File: config.mk
export PLATFORM = sky130hd
export DESIGN_NAME = mul_seq
export DESIGN_NICKNAME = d
export VERILOG_FILES = /design/src/rtl/mul_seq_pkg.sv /design/src/rtl/mul_seq.sv
export SDC_FILE = /design/constraint.sdc
export NUM_CORES = 1
export LEC_CHECK = 0
export ABC_AREA = 1
export BUFFER_PORTS_ARGS = -buffer_cell sky130_fd_sc_hd__buf_2
export CAP_MARGIN = 20
export CORE_UTILIZATION = 45
export CTS_CLUSTER_DIAMETER = 40
export DETAILED_ROUTE_END_ITERATION = 6
export PLACE_DENSITY = 0.81
export SYNTH_ARGS = -nofsm -noshare
export SYNTH_HDL_FRONTEND = slang
export SYNTH_SLANG_ARGS = --single-unit
File: constraint.sdc
create_clock -name clk -period 4.65 [get_ports clk]
set_clock_uncertainty 0.2 [all_clocks]
set_input_delay 0.6975 -clock clk [delete_from_list [all_inputs] [get_ports clk]]
set_output_delay 0.6975 -clock clk [all_outputs]
set_load 0.02 [all_outputs]
File: src/rtl/mul_seq_pkg.sv
// Shared definitions for the sequential multiplier and its ALU link.
// Opcode constants, default widths and FSM state encoding.
package mul_seq_pkg;

  localparam int PREFIX_WIDTH_DEF = 2;
  localparam int INST_WIDTH_DEF   = 3;
  localparam int OP_WIDTH_DEF     = PREFIX_WIDTH_DEF + INST_WIDTH_DEF;

  localparam logic [OP_WIDTH_DEF-1:0] ALU_OP_ADD = 5'b10000;

  typedef enum logic [1:0] {
    MS_IDLE = 2'd0,
    MS_CALC = 2'd1,
    MS_DONE = 2'd2
  } ms_state_e;

endpackage

File: src/rtl/mul_seq.sv
// Radix-2 shift-and-add unsigned multiplier that borrows an external
// combinational ALU for its adds; one step per clock, fixed latency.
module mul_seq
  import mul_seq_pkg::*;
#(
  parameter int BUS_WIDTH      = 8,
  parameter int BUS_WIDTH_BITS = 3,
  parameter int PREFIX_WIDTH   = PREFIX_WIDTH_DEF,
  parameter int INST_WIDTH     = INST_WIDTH_DEF
) (
  input  logic                              clk,
  input  logic                              rst_n,
  input  logic                              start,
  input  logic [BUS_WIDTH-1:0]              a,
  input  logic [BUS_WIDTH-1:0]              b,
  output logic                              busy,
  output logic                              done,
  output logic [2*BUS_WIDTH-1:0]            product,
  output logic [PREFIX_WIDTH+INST_WIDTH-1:0] alu_opcode,
  output logic [BUS_WIDTH-1:0]              alu_a,
  output logic [BUS_WIDTH-1:0]              alu_b,
  output logic                              alu_cin,
  input  logic [BUS_WIDTH-1:0]              alu_y,
  input  logic                              alu_cout
);

  localparam int W   = BUS_WIDTH;
  localparam int CW  = BUS_WIDTH_BITS;
  localparam int OPW = PREFIX_WIDTH + INST_WIDTH;

  localparam logic [CW-1:0] LAST = CW'(W - 1);

  ms_state_e       state_q, state_d;
  logic [W-1:0]    mcand_q, mcand_d;
  logic [W-1:0]    hi_q, hi_d;
  logic [W-1:0]    lo_q, lo_d;
  logic [CW-1:0]   cnt_q, cnt_d;
  logic [2*W-1:0]  prod_q, prod_d;

  always_ff @(posedge clk or negedge rst_n) begin
    if (!rst_n) begin
      state_q <= MS_IDLE;
      mcand_q <= '0;
      hi_q    <= '0;
      lo_q    <= '0;
      cnt_q   <= '0;
      prod_q  <= '0;
    end else begin
      state_q <= state_d;
      mcand_q <= mcand_d;
      hi_q    <= hi_d;
      lo_q    <= lo_d;
      cnt_q   <= cnt_d;
      prod_q  <= prod_d;
    end
  end

  always_comb begin
    state_d = state_q;
    mcand_d = mcand_q;
    hi_d    = hi_q;
    lo_d    = lo_q;
    cnt_d   = cnt_q;
    prod_d  = prod_q;
    unique case (state_q)
      MS_IDLE: begin
        if (start) begin
          mcand_d = a;
          hi_d    = '0;
          lo_d    = b;
          cnt_d   = '0;
          state_d = MS_CALC;
        end
      end
      MS_CALC: begin
        // carry-out is the top bit of the partial sum; dropping it
        // corrupts large products
        hi_d  = {alu_cout, alu_y[W-1:1]};
        lo_d  = {alu_y[0], lo_q[W-1:1]};
        cnt_d = cnt_q + 1'b1;
        if (cnt_q == LAST) begin
          state_d = MS_DONE;
          prod_d  = {hi_d, lo_d};
        end
      end
      MS_DONE: begin
        state_d = MS_IDLE;
      end
      default: begin
        state_d = MS_IDLE;
      end
    endcase
  end

  assign busy       = (state_q != MS_IDLE);
  assign done       = (state_q == MS_DONE);
  assign product    = prod_q;
  assign alu_opcode = OPW'(ALU_OP_ADD);
  assign alu_cin    = 1'b0;
  assign alu_b      = hi_q;
  assign alu_a      = (state_q == MS_CALC && lo_q[0]) ? mcand_q : '0;

endmodule
==> results.md, run 1 <==
- The violation count after the first detailed-route iteration is 132.
- In the global route stage, overall resource usage came out at 0.200.
- For this design, the CTS-stage hold fixing added 0 buffers.
- Setup repair after global routing left no endpoint under its margin.
- The net count of the finished layout is approximately 330.
- The cell sitting at the root of the clock tree is a clkbuf_8.
- In this run the register-to-register setup slack is roughly 2.3 ns.
- Subtracting the final worst setup slack from the clock period gives between 2 and 3 ns.
- The fraction of final layout cells with drive strength greater than 1 is 0.249.
- The overflow left after global routing is 0.
- The total cell area at the placement stage is 2260 sq um.
- The initial utilization of the core area, before any placement, comes to 0.477.
- The total leakage power is ~1.4 nW.
- Summed over all failing endpoints, the final setup total negative slack is 0 ns.
- The worst setup path is of the flop to output port kind.
- The library cell used most frequently in the layout, excluding fill and tap cells, is nand2_1.
- The clock insertion delay at the later pin of the skew report is 0.31 ns.
- A synthesized cell averages around 8 sq um.
- The H-tree generated during clock tree synthesis spans 2 levels.
- The worst setup path is captured at an output port.
- The synthesis-stage register bit count is between 40 and 50.
- The detailed router placed 1642 vias in this run.
- The depth of the worst register-to-register path is 6.
- The overall die area is about 4600 sq um.
- The hold path endpoint is mcand_q[6].
- For this design the ratio of total power to cell area is 694 nW/um^2.
- TritonCTS built the clock tree.
- Dividing the detail-routed via count by the number of cells gives 4.73.
- The number of pins exceeding their max-slew limit in the final report is 0.
- The total length of routed wires is between 4000 and 5000 microns.
- The last weighted congestion value of the routability-driven placer is 0.823.
- The count of cell types in the netlist is 15.
- The worst path setup slack after routing is 2.09 ns.
- Leaving out fill and tap cells, the most frequent cells in the layout are nand2_1, buf_2, dfrtp_1.
- The startpoint of the lowest-slack register-to-register path is cnt_q[0].
- Dividing the detail-routed wire length by the instance count gives 11.8 microns.
- The number of fill cells in the layout is about 380.
- The via count of the first global-routing pass came to between 1000 and 1500.
- The core region area is 4090 sq um.
- The arrival time at the worst endpoint is 1.66 ns.
- In the synthesized netlist, the number of instances is about 240.
- The number of core rows is 23.
- The type of the worst min-delay path is flop to flop.
- The sink count of the clock tree is between 40 and 50.
- The number of antenna violations at the first check in global routing is 0.
- The placed wire-length estimate is between 2000 and 3000 microns.
- The slew at the pin closest to its max-slew limit is 0.961 ns.
- The signal on the critical path passes through inv_1 -> nor2_2 -> nand2_1 -> nor2_1 -> buf_2.
- The startpoint identified for the worst hold timing path is mcand_q[6].
- The summed instance area of the synthesized netlist is 1950 sq um.
- Measured along the x axis, the die boundary spans 67.8 microns.
- Dividing the final minimum period by the clock period gives 0.550.
- For this run, the register share of the synthesized area comes to 0.577.
- For this run, the detailed router's first-pass iteration total came to 4.
- The peak supply drop is roughly 0.00032 V.
- The worst register-to-register path ends at product[2].
- The final count of hold timing violations is 0.
- With fillers left out, the area of the finished cells amounts to 2370 sq um.
- The antenna diode count is 0.
- The worst hold slack across all endpoints is 0.275 ns.
- After clock tree synthesis, the clock-pin slew on the worst setup and hold paths is around 0.090 ns.
- The post-CTS setup buffer count is 0.
- The worst-path cell with the longest stage delay is dfrtp_1.
- Gates resized during post-CTS repair numbered 0.
- The critical path required time is 3.75 ns.
- For this run, design rule violations remaining after detail routing come to 0.
- Pin placement for this block handled approximately 70 I/O pins.
- The worst hold path passes through 2 cells.
- OpenSTA, run right after detailed placement, puts the worst setup slack at ~2.3 ns.
- Once detail routing completed, the nets flagged for antenna violations numbered 0.
- The run finished with clean final reports.
- For this run, the top clock speed supported by timing is 0.391 GHz.
- Power comes to approximately 1.6 mW.
- The worst relative slew slack is 0.359.
- The number of port buffers is just over 60.
- The maximum number of pins on one net before global-route repair is 46.
- The biggest fanout along the worst timing path is 13.
- The number of max-capacitance violations reported is 0.
- The total CTS buffers is 5.
- The total number of yosys warnings is 0.
- The wire length of the first global-routing pass is 6580 microns.
- The number of setup violations in the final report is 0.
- The worst setup path is launched from a flop.
- No sink is reached through more buffers than the 2 on the longest clock path.
- The synthesis-to-layout area growth is 21.4%.
- The peak per-stage delay on the critical path is 0.59 ns.
- The die is 67.8 microns tall.
-- layer usage --
layer  GRT usage  wire, microns  up-vias  part of all wire
li1            -              -      829                 -
met1       0.255           1900      763              0.46
met2       0.309           1890       43              0.46
met3      0.0700            240        7             0.059
met4      0.0859             63        0             0.015
met5           0              0        -                 0
-- registers in the layout (all words and copies together), names as in the netlist --
name / cells
cnt_q: 3
mcand_q: 8
alu_b: 8
lo_q: 8
product: 16
state_q: 2
-- cell families after synthesis --
family,after synthesis,synth area share
other cells,2,0.00385
buf+inv,35,0.0840
simple gates,134,0.273
flops,45,0.577
fa+ha+maj,2,0.0128
compound gates,19,0.0487
-- how the worst max path moves through the flow --
stage | startpoint | end
global route | state_q[0] | alu_a[6]
finish | state_q[0] | alu_a[1]
floorplan | state_q[1] | alu_a[0]
global placement | cnt_q[0] | product[6]
detailed placement | cnt_q[0] | product[2]
CTS | state_q[0] | alu_a[5]
-- report_power, final --
group / switching (mW) / internal [mW]
Combinational: 0.443 / 0.221
Sequential: 0.115 / 0.569
Clock: 0.134 / 0.161
-- critical path, delay by kind of cell, from the launching register on --
family	cells	cell delay [ns]
AND/OR/NAND/NOR	3	0.50
flip-flops	1	0.59
buffers and inverters	2	0.27
-- cell usage after synthesis --
| cell | instances | area share |
|---|---|---|
| nand2_2 | 2 | 0.0064 |
| conb_1 | 2 | 0.0039 |
| clkinv_1 | 1 | 0.0019 |
| ha_1 | 2 | 0.013 |
| buf_2 | 8 | 0.021 |
| nor2_2 | 2 | 0.0064 |
| nor2_1 | 9 | 0.017 |
| o21ai_1 | 9 | 0.023 |
| inv_1 | 19 | 0.037 |
| buf_4 | 6 | 0.023 |
| o21ai_0 | 10 | 0.026 |
| dfrtp_1 | 45 | 0.58 |
| nand3_1 | 16 | 0.041 |
| nand2_1 | 105 | 0.20 |
| inv_2 | 1 | 0.0019 |
-- final cells by class --
type                       count  area (sq um)  area share
multi-input combinational    161           676       0.285
inverter                      21          78.8      0.0333
timing repair buffer          62           313       0.132
sequential                    45          1130       0.476
clock buffer                   6          72.6      0.0307
tap                           50          62.6      0.0264
clock inverter                 2          38.8      0.0164
-- through the flow --
stage / util / instances
3_3_place_gp: 0.552 / 339
3_5_place_dp: 0.552 / 339
2_1_floorplan: - / 241
5_1_grt: 0.579 / 347
4_1_cts: 0.579 / 347
6_report: 0.579 / 347
(Power assumes the default switching activity.)
==> run 2: changes to the inputs <==
--- a/config.mk
+++ b/config.mk
@@ -5,7 +5,7 @@
 export SDC_FILE = /design/constraint.sdc
 export NUM_CORES = 1
 export LEC_CHECK = 0
-export ABC_AREA = 1
+export ABC_AREA = 0
 export BUFFER_PORTS_ARGS = -buffer_cell sky130_fd_sc_hd__buf_2
 export CAP_MARGIN = 20
 export CORE_UTILIZATION = 45
==> constraint.sdc (replaced) <==
create_clock -name clk -period 2.4 [get_ports clk]
set_clock_uncertainty 0.2 [all_clocks]
set_input_delay 0.36 -clock clk [delete_from_list [all_inputs] [get_ports clk]]
set_output_delay 0.36 -clock clk [all_outputs]
set_load 0.02 [all_outputs]
==> results.md, run 2 <==
- The flow ran to the end, and the final reports show no timing, DRC or antenna violations.
- The via count of the first global-routing pass is 1264.
- The routed length on met3 is 232 microns.
- 0 antenna diodes ended up in the layout.
- The horizontal extent of the die is around 67 microns.
- In the synthesized netlist, the cells that appear most often are dfrtp_1, mux2_2, o22ai_1, a22o_1, mux2_4.
- The number of cells traversed by the worst hold path is 2.
- Leaving out fill and tap cells, the most frequent cell in the layout is buf_2.
- During synthesis, Yosys emitted a total of 0 warnings.
- Before antenna repair, the detailed router went through 4 iterations.
- The number of levels the H-tree was split into is 2.
- The initial utilization of the core area, before any placement, comes to 0.475.
- In the synthesized netlist the async set-or-reset flop fraction comes to 1.00.
- Leaving out fill and tap cells, the most frequent cells in the layout are buf_2, dfrtp_1, mux2_2.
- The maximum clock frequency is 0.463 GHz.
- In the detailed route, the total length drawn on met2 is 1720 microns.
- The depth of the worst register-to-register path is 3.
- The synthesis-stage register bit count is 45.
- The number of antenna violations at the first check in global routing is 0.
- The critical path required time is 1.84 ns.
- The wire length the detailed router placed on met1 is roughly 1600 microns.
- After detailed routing, the total wire length is 3650 microns.
- In the routed design, unresolved DRC markers number 0.
- The clock tree root driver cell is clkbuf_8.
- The primary flip-flop cell chosen by synthesis mapping is dfrtp_1.
- After synthesis, the cell types taking the most area are dfrtp_1, mux2_2, mux2_4.
- The clock drives 45 sinks.
- Of the synthesized area, sequential elements account for 0.585.
- The most common cell in the synthesized netlist is dfrtp_1.
- Dividing the detail-routed wire length by the instance count gives 14.2 microns.
- The worst register-to-register path has a setup slack of approximately 0.52 ns.
- The peak supply drop is between 0.0007 and 0.0008 V.
- The synthesis-to-layout area growth is 21.3%.
- The share of the cycle needed by the critical path after routing is 0.901.
- The top layer used by detailed routing is met4.
- The biggest fanout along the worst timing path is 14.
- The total track usage is 0.176.
- The hold path endpoint is mcand_q[4].
- The clock reaches the later pin of the worst-skew pair after 0.29 ns.
- The path class of the tightest hold or removal check is primary input to flop.
- The flip-flop count of the largest register, all copies and words added is 16.
- In this run the remaining antenna-violating nets after routing total 0.
- Total power for the finished layout comes to 3.27 mW.
- In the final layout, the share of cells above drive strength 1 is 0.473.
- The largest total area in the synthesized netlist belongs to dfrtp_1.
- The maximum number of pins on one net before global-route repair is 39.
- The slew at the pin closest to its max-slew limit is 0.815 ns.
- The number of flops mapped to enable cells by yosys is 0.
- The fraction of post-synthesis cell area in the top cell type by area is 0.585.
- The clock tree from TritonCTS is done.
- The final count of hold timing violations is 0.
- Using the TritonRoute via totals, the vias-per-cell ratio works out to 5.26.
- Setup violations remaining at the end of the flow were counted as 0.
- The clock passes through at most 2 buffers.
- The worst register-to-register path begins at state_q[1].
- The critical path start-end classification is flop to output port.
- Setup repair after global routing left no endpoint under its margin.
- The nature of the critical path startpoint is a flop.
- The number of core rows is 23.
- The endpoint identified for the worst register-to-register timing path is product[7].
- The total CTS buffers is 5.
- The kind of end point of the critical path is an output port.
- The total leakage power is 1.18 nW.
- The arrival time at the worst endpoint is about 1.6 ns.
- In this run the mean area of a mapped cell was 13.4 sq um.
- The count of nets after finishing is ~240.
- The first global-routing pass estimated 5820 microns of wire.
- The count of cell types in the netlist is 25.
- The y dimension of the die is 67.4 microns.
- After clock tree synthesis, the clock-pin slew on the worst setup and hold paths is 0.08 ns.
- The last weighted congestion value of the routability-driven placer is 0.772.
- The power per standard cell area is 1400 nW/um^2.
- Summing every instance area after synthesis gives between 1500 and 2000 sq um.
- Port buffering added about 60 buffers.
- The violation count after the first detailed-route iteration is 55.
- The number of pins exceeding their max-slew limit in the final report is 0.
- The worst hold path begins at a[4].
- Adding up every negative setup slack in the final design gives 0 ns.
- The placed wire-length estimate is 2610 microns.
- Synthesis handed over a netlist of 144 instances.
- Buffers added to address setup during post-CTS repair amount to 0.
- The number of max-capacitance violations reported is 0.
- The core region area is 4060 sq um.
- Summing over every cut layer, the via total after detailed routing is around 1400.
- The worst relative slew slack is 0.456.
- The overall die area is 4540 sq um.
- Summed over all layers, the global routing overflow is 0.
- Pin placement for this block handled 68 I/O pins.
- After layout, the minimum clock period comes to 2.16 ns.
==> run 2: cell types whose count changed after synthesis, sizes merged, moves of 4 or more <==
| cell | change |
|---|---|
| o22ai | +14 |
| nand2 | -105 |
| and3 | +8 |
| a22o | +10 |
| inv | -16 |
| nor2 | -8 |
| a21oi | +8 |
| o21ai | -18 |
| mux2 | +25 |
| nand3 | -16 |
| buf | -4 |
==> run 2: repair_timing <==
item	CTS	global route
hold buffers	1	0
gates resized for setup	0	0
hold endpoints to repair	37	0
==> run 2: cell type report <==
class / instances / area (sq um)
fillers: 335 / 1720
flip-flops and latches: 45 / 1130
multi-input cells: 85 / 704
well taps: 50 / 62.6
clock buffers: 7 / 86.3
inverters: 5 / 18.8
repair buffers: 65 / 338
==> run 2: power breakdown <==
part           leakage, nW  internal [mW]  switching (mW)
Sequential           0.523           1.12           0.233
Clock               0.0443          0.228           0.227
Combinational        0.611          0.672           0.795
Total                 1.18           2.02            1.25
==> run 2: cells by family (layout without fill, tap and decap cells) <==
kind of cell	count (synthesis)	in the layout	synth area share
and+or+nand+nor	17	17	0.0546
other	2	6	0.00390
AOI/OAI and AO/OA	35	35	0.123
muxes	25	25	0.164
adders and majority gates	2	2	0.0130
buffers and inverters	18	77	0.0572
DFF	45	45	0.585
==> run 2: per-layer routing <==
| metal | track usage | vias up |
|---|---|---|
| li1 | - | 637 |
| met1 | 0.238 | 667 |
| met2 | 0.263 | 42 |
| met3 | 0.0591 | 7 |
| met4 | 0.0638 | 0 |
| met5 | 0 | - |
==> run 2: worst max-delay path, stage by stage, from the launching register on <==
cell and delay (ns):
dfrtp_1 0.42, and2b_1 0.50, and3_1 0.23, buf_2 0.16
==> run 2: worst max path at each step <==
stage	start	to	slack, ns	cells after the start
global route	state_q[0]	alu_a[6]	0.15	3
finish	state_q[1]	alu_a[4]	0.24	3
CTS	state_q[1]	alu_a[4]	0.22	3
detailed placement	start	mcand_q[3]	0.46	4
floorplan	state_q[1]	alu_a[0]	0.61	4
global placement	start	mcand_q[2]	0.48	4
==> run 2: metrics by stage <==
step                      area (sq um)   util  std cells  setup WS (ns)  hold slack, ns
after floorplan                   1940      -        148          0.605          -0.136
after global placement            2240  0.552        249          0.478           0.281
after detailed placement          2240  0.552        249          0.462           0.280
after CTS                         2340  0.576        257          0.222          0.0868
after global routing              2340  0.576        257          0.151          0.0866
final                             2340  0.576        257          0.238          0.0977
==> run 3: changes to the inputs <==
--- a/config.mk
+++ b/config.mk
@@ -6,12 +6,12 @@
 export NUM_CORES = 1
 export LEC_CHECK = 0
 export ABC_AREA = 0
-export BUFFER_PORTS_ARGS = -buffer_cell sky130_fd_sc_hd__buf_2
 export CAP_MARGIN = 20
 export CORE_UTILIZATION = 45
 export CTS_CLUSTER_DIAMETER = 40
 export DETAILED_ROUTE_END_ITERATION = 6
-export PLACE_DENSITY = 0.81
+export DONT_BUFFER_PORTS = 1
+export PLACE_DENSITY = 0.68
 export SYNTH_ARGS = -nofsm -noshare
 export SYNTH_HDL_FRONTEND = slang
 export SYNTH_SLANG_ARGS = --single-unit
==> results.md, run 3 (synthesis results as in run 2) <==
- The synthesis-to-layout area growth is 9.10%.
- The first global-routing pass estimated a little under 6000 microns of wire.
- The final layout contains 181 nets.
- The clock network fraction of design power is 0.148.
- The average routed wire per standard cell is 18.4 microns.
- The power per standard cell area is 1440 nW/um^2.
- In the routed design, unresolved DRC markers number 0.
- The number of core rows is 23.
- The number of antenna violations at the first check in global routing is 0.
- The number of clock buffers added by TritonCTS is 5.
- The number of setup violations in the final report is 0.
- The via count is between 1000 and 1500.
- The setup check on the worst reg-to-reg path leaves a slack of around 0.54 ns.
- The congestion estimate from routability-driven global placement came to 0.734.
- The die is between 60 and 70 microns wide.
- The wire-length estimate of the detail-placed layout is 2470 microns.
- The total leakage power is between 0.9 and 1 nW.
- The clock tree from TritonCTS is done.
- Buffers added to address setup during post-CTS repair amount to 0.
- Clock tree synthesis selected as its root buffer the cell clkbuf_8.
- STA classifies the critical path endpoint as an output port.
- The final count of hold timing violations is 0.
- The cell count after placement is roughly 190.
- The number of levels the H-tree was split into is 2.
- The number of port buffers is 0.
- The number of optimization iterations in the first detailed-route pass is 4.
- The fraction of power consumed by combinational cells is 0.314.
- 68 I/O pins were placed.
- The floorplan step set the die height to approximately 67 microns.
- The antenna diode count is 0.
- Of the available clock period, the critical path in the final layout requires 0.871.
- In this run the deepest clock path goes through 2 buffers.
- Summed over all layers, the global routing overflow is 0.
- The critical path is of the flop to output port type.
- The clock net in this run drives a total of 45 sinks.
- VDD sags by at most 0.000664 V.
- The register with the most flip-flops in the layout has 16 of them.
- The violation count after the first detailed-route iteration is 81.
- For this run, the number of standard cells in the final layout without fillers is ~200.
- The internal power is roughly 1.8 mW.
- The total length of routed wires is 3720 microns.
- The nature of the critical path startpoint is a flop.
- The switching share of power is 0.405.
- Static timing analysis puts the maximum clock frequency at 0.478 GHz.
- In the final layout, the share of cells above drive strength 1 is 0.250.
- The detail route stage leaves a number of antenna-violating nets equal to 0.
- The via count of the first global-routing pass came to 1189.
- Data on the critical path arrives at its endpoint at about 1.5 ns.
- The final total negative setup slack is 0 ns.
- The number of pins exceeding their max-slew limit in the final report was 0.
- The switching power total is around 1.2 mW.
- After clock tree synthesis, the clock-pin slew on the worst setup and hold paths is ~0.070 ns.
- The run finished with clean final reports.
- Setup repair after global routing left no endpoint under its margin.
- The type of the worst min-delay path is primary input to flop.
- The portion of total power attributed to sequential cells is 0.538.
- The time the final worst path needs with I/O delays and setup is 2.09 ns.
- The core region area is between 4000 and 5000 sq um.
- Along the worst path, the maximum fanout reaches 19.
- The commonest non-fill, non-tap cell in the layout is dfrtp_1.
- The maximum number of pins on one net before global-route repair is 46.
- The detail-routed via count per cell is 5.79.
- In the layout the commonest cells are dfrtp_1, mux2_2, o22ai_1.
- The number of max-capacitance violations reported is 0.
- The total track usage is 0.180.
- At the later pin of the worst-skew pair, clock insertion delay measures 0.29 ns.
- STA puts the critical path data required time at 1.84 ns.
- The die covers ~4500 sq um.
- For this configuration, the core starts out at a cell density of 0.475.
==> run 3: final timing paths <==
kind	cells past startpoint	start	end
worst max-delay path	2	state_q[1]	alu_a[3]
worst min-delay path	1	alu_y[0]	product[7]
worst max register to register	3	state_q[1]	mcand_q[6]
worst min register to register	1	cnt_q[0]	cnt_q[0]
max in group asynchronous	2	rst_n	product[8]
min in group asynchronous	2	rst_n	alu_b[4]
==> run 3: timing repair <==
action | CTS | global route
gates resized for setup | 0 | 1
hold endpoints to repair | 54 | 1
hold buffers | 7 | 1
endpoints found under the setup margin | 0 | 8
==> run 3: stage by stage <==
stage	power [mW]	area [sq um]	util	hold slack (ns)	setup slack, ns
detailed placement	2.57	1920	0.473	-0.135	0.343
global placement	2.51	1920	0.473	-0.135	0.399
CTS	3.05	2090	0.515	0.0000691	0.0945
floorplan	2.40	1940	-	-0.136	0.605
global route	3.22	2100	0.518	0.000818	0.217
finish	3.02	2100	0.518	0.00939	0.309
==> run 3: layer usage <==
layer | share of wire | up-vias | GRT usage
li1 | - | 524 | -
met5 | 0 | - | 0
met4 | 0.013 | 0 | 0.0878
met2 | 0.47 | 49 | 0.271
met3 | 0.096 | 7 | 0.0693
met1 | 0.42 | 589 | 0.226
==> run 3: layout make-up <==
class	instances	area [sq um]
fill	362	1960
inverter	5	18.8
tap	50	62.6
sequential	45	1130
multi-input combinational	85	706
clock buffer	6	72.6
clock inverter	2	10.0
timing repair buffer	9	105
==> run 3: worst max-delay path, stage by stage, from the launching register on <==
cell	delay, ns
dfrtp_1	0.43
and2b_2	0.47
and3_1	0.34
==> run 3: power groups by stage <==
| stage | sequential (mW) | combinational (mW) | clock (mW) |
|---|---|---|---|
| after floorplan | 1.55 | 0.845 | 0 |
| after global placement | 1.62 | 0.884 | 0 |
| after detailed placement | 1.64 | 0.927 | 0 |
| after CTS | 1.63 | 0.959 | 0.464 |
| after global routing | 1.68 | 1.04 | 0.494 |
| final | 1.63 | 0.949 | 0.446 |
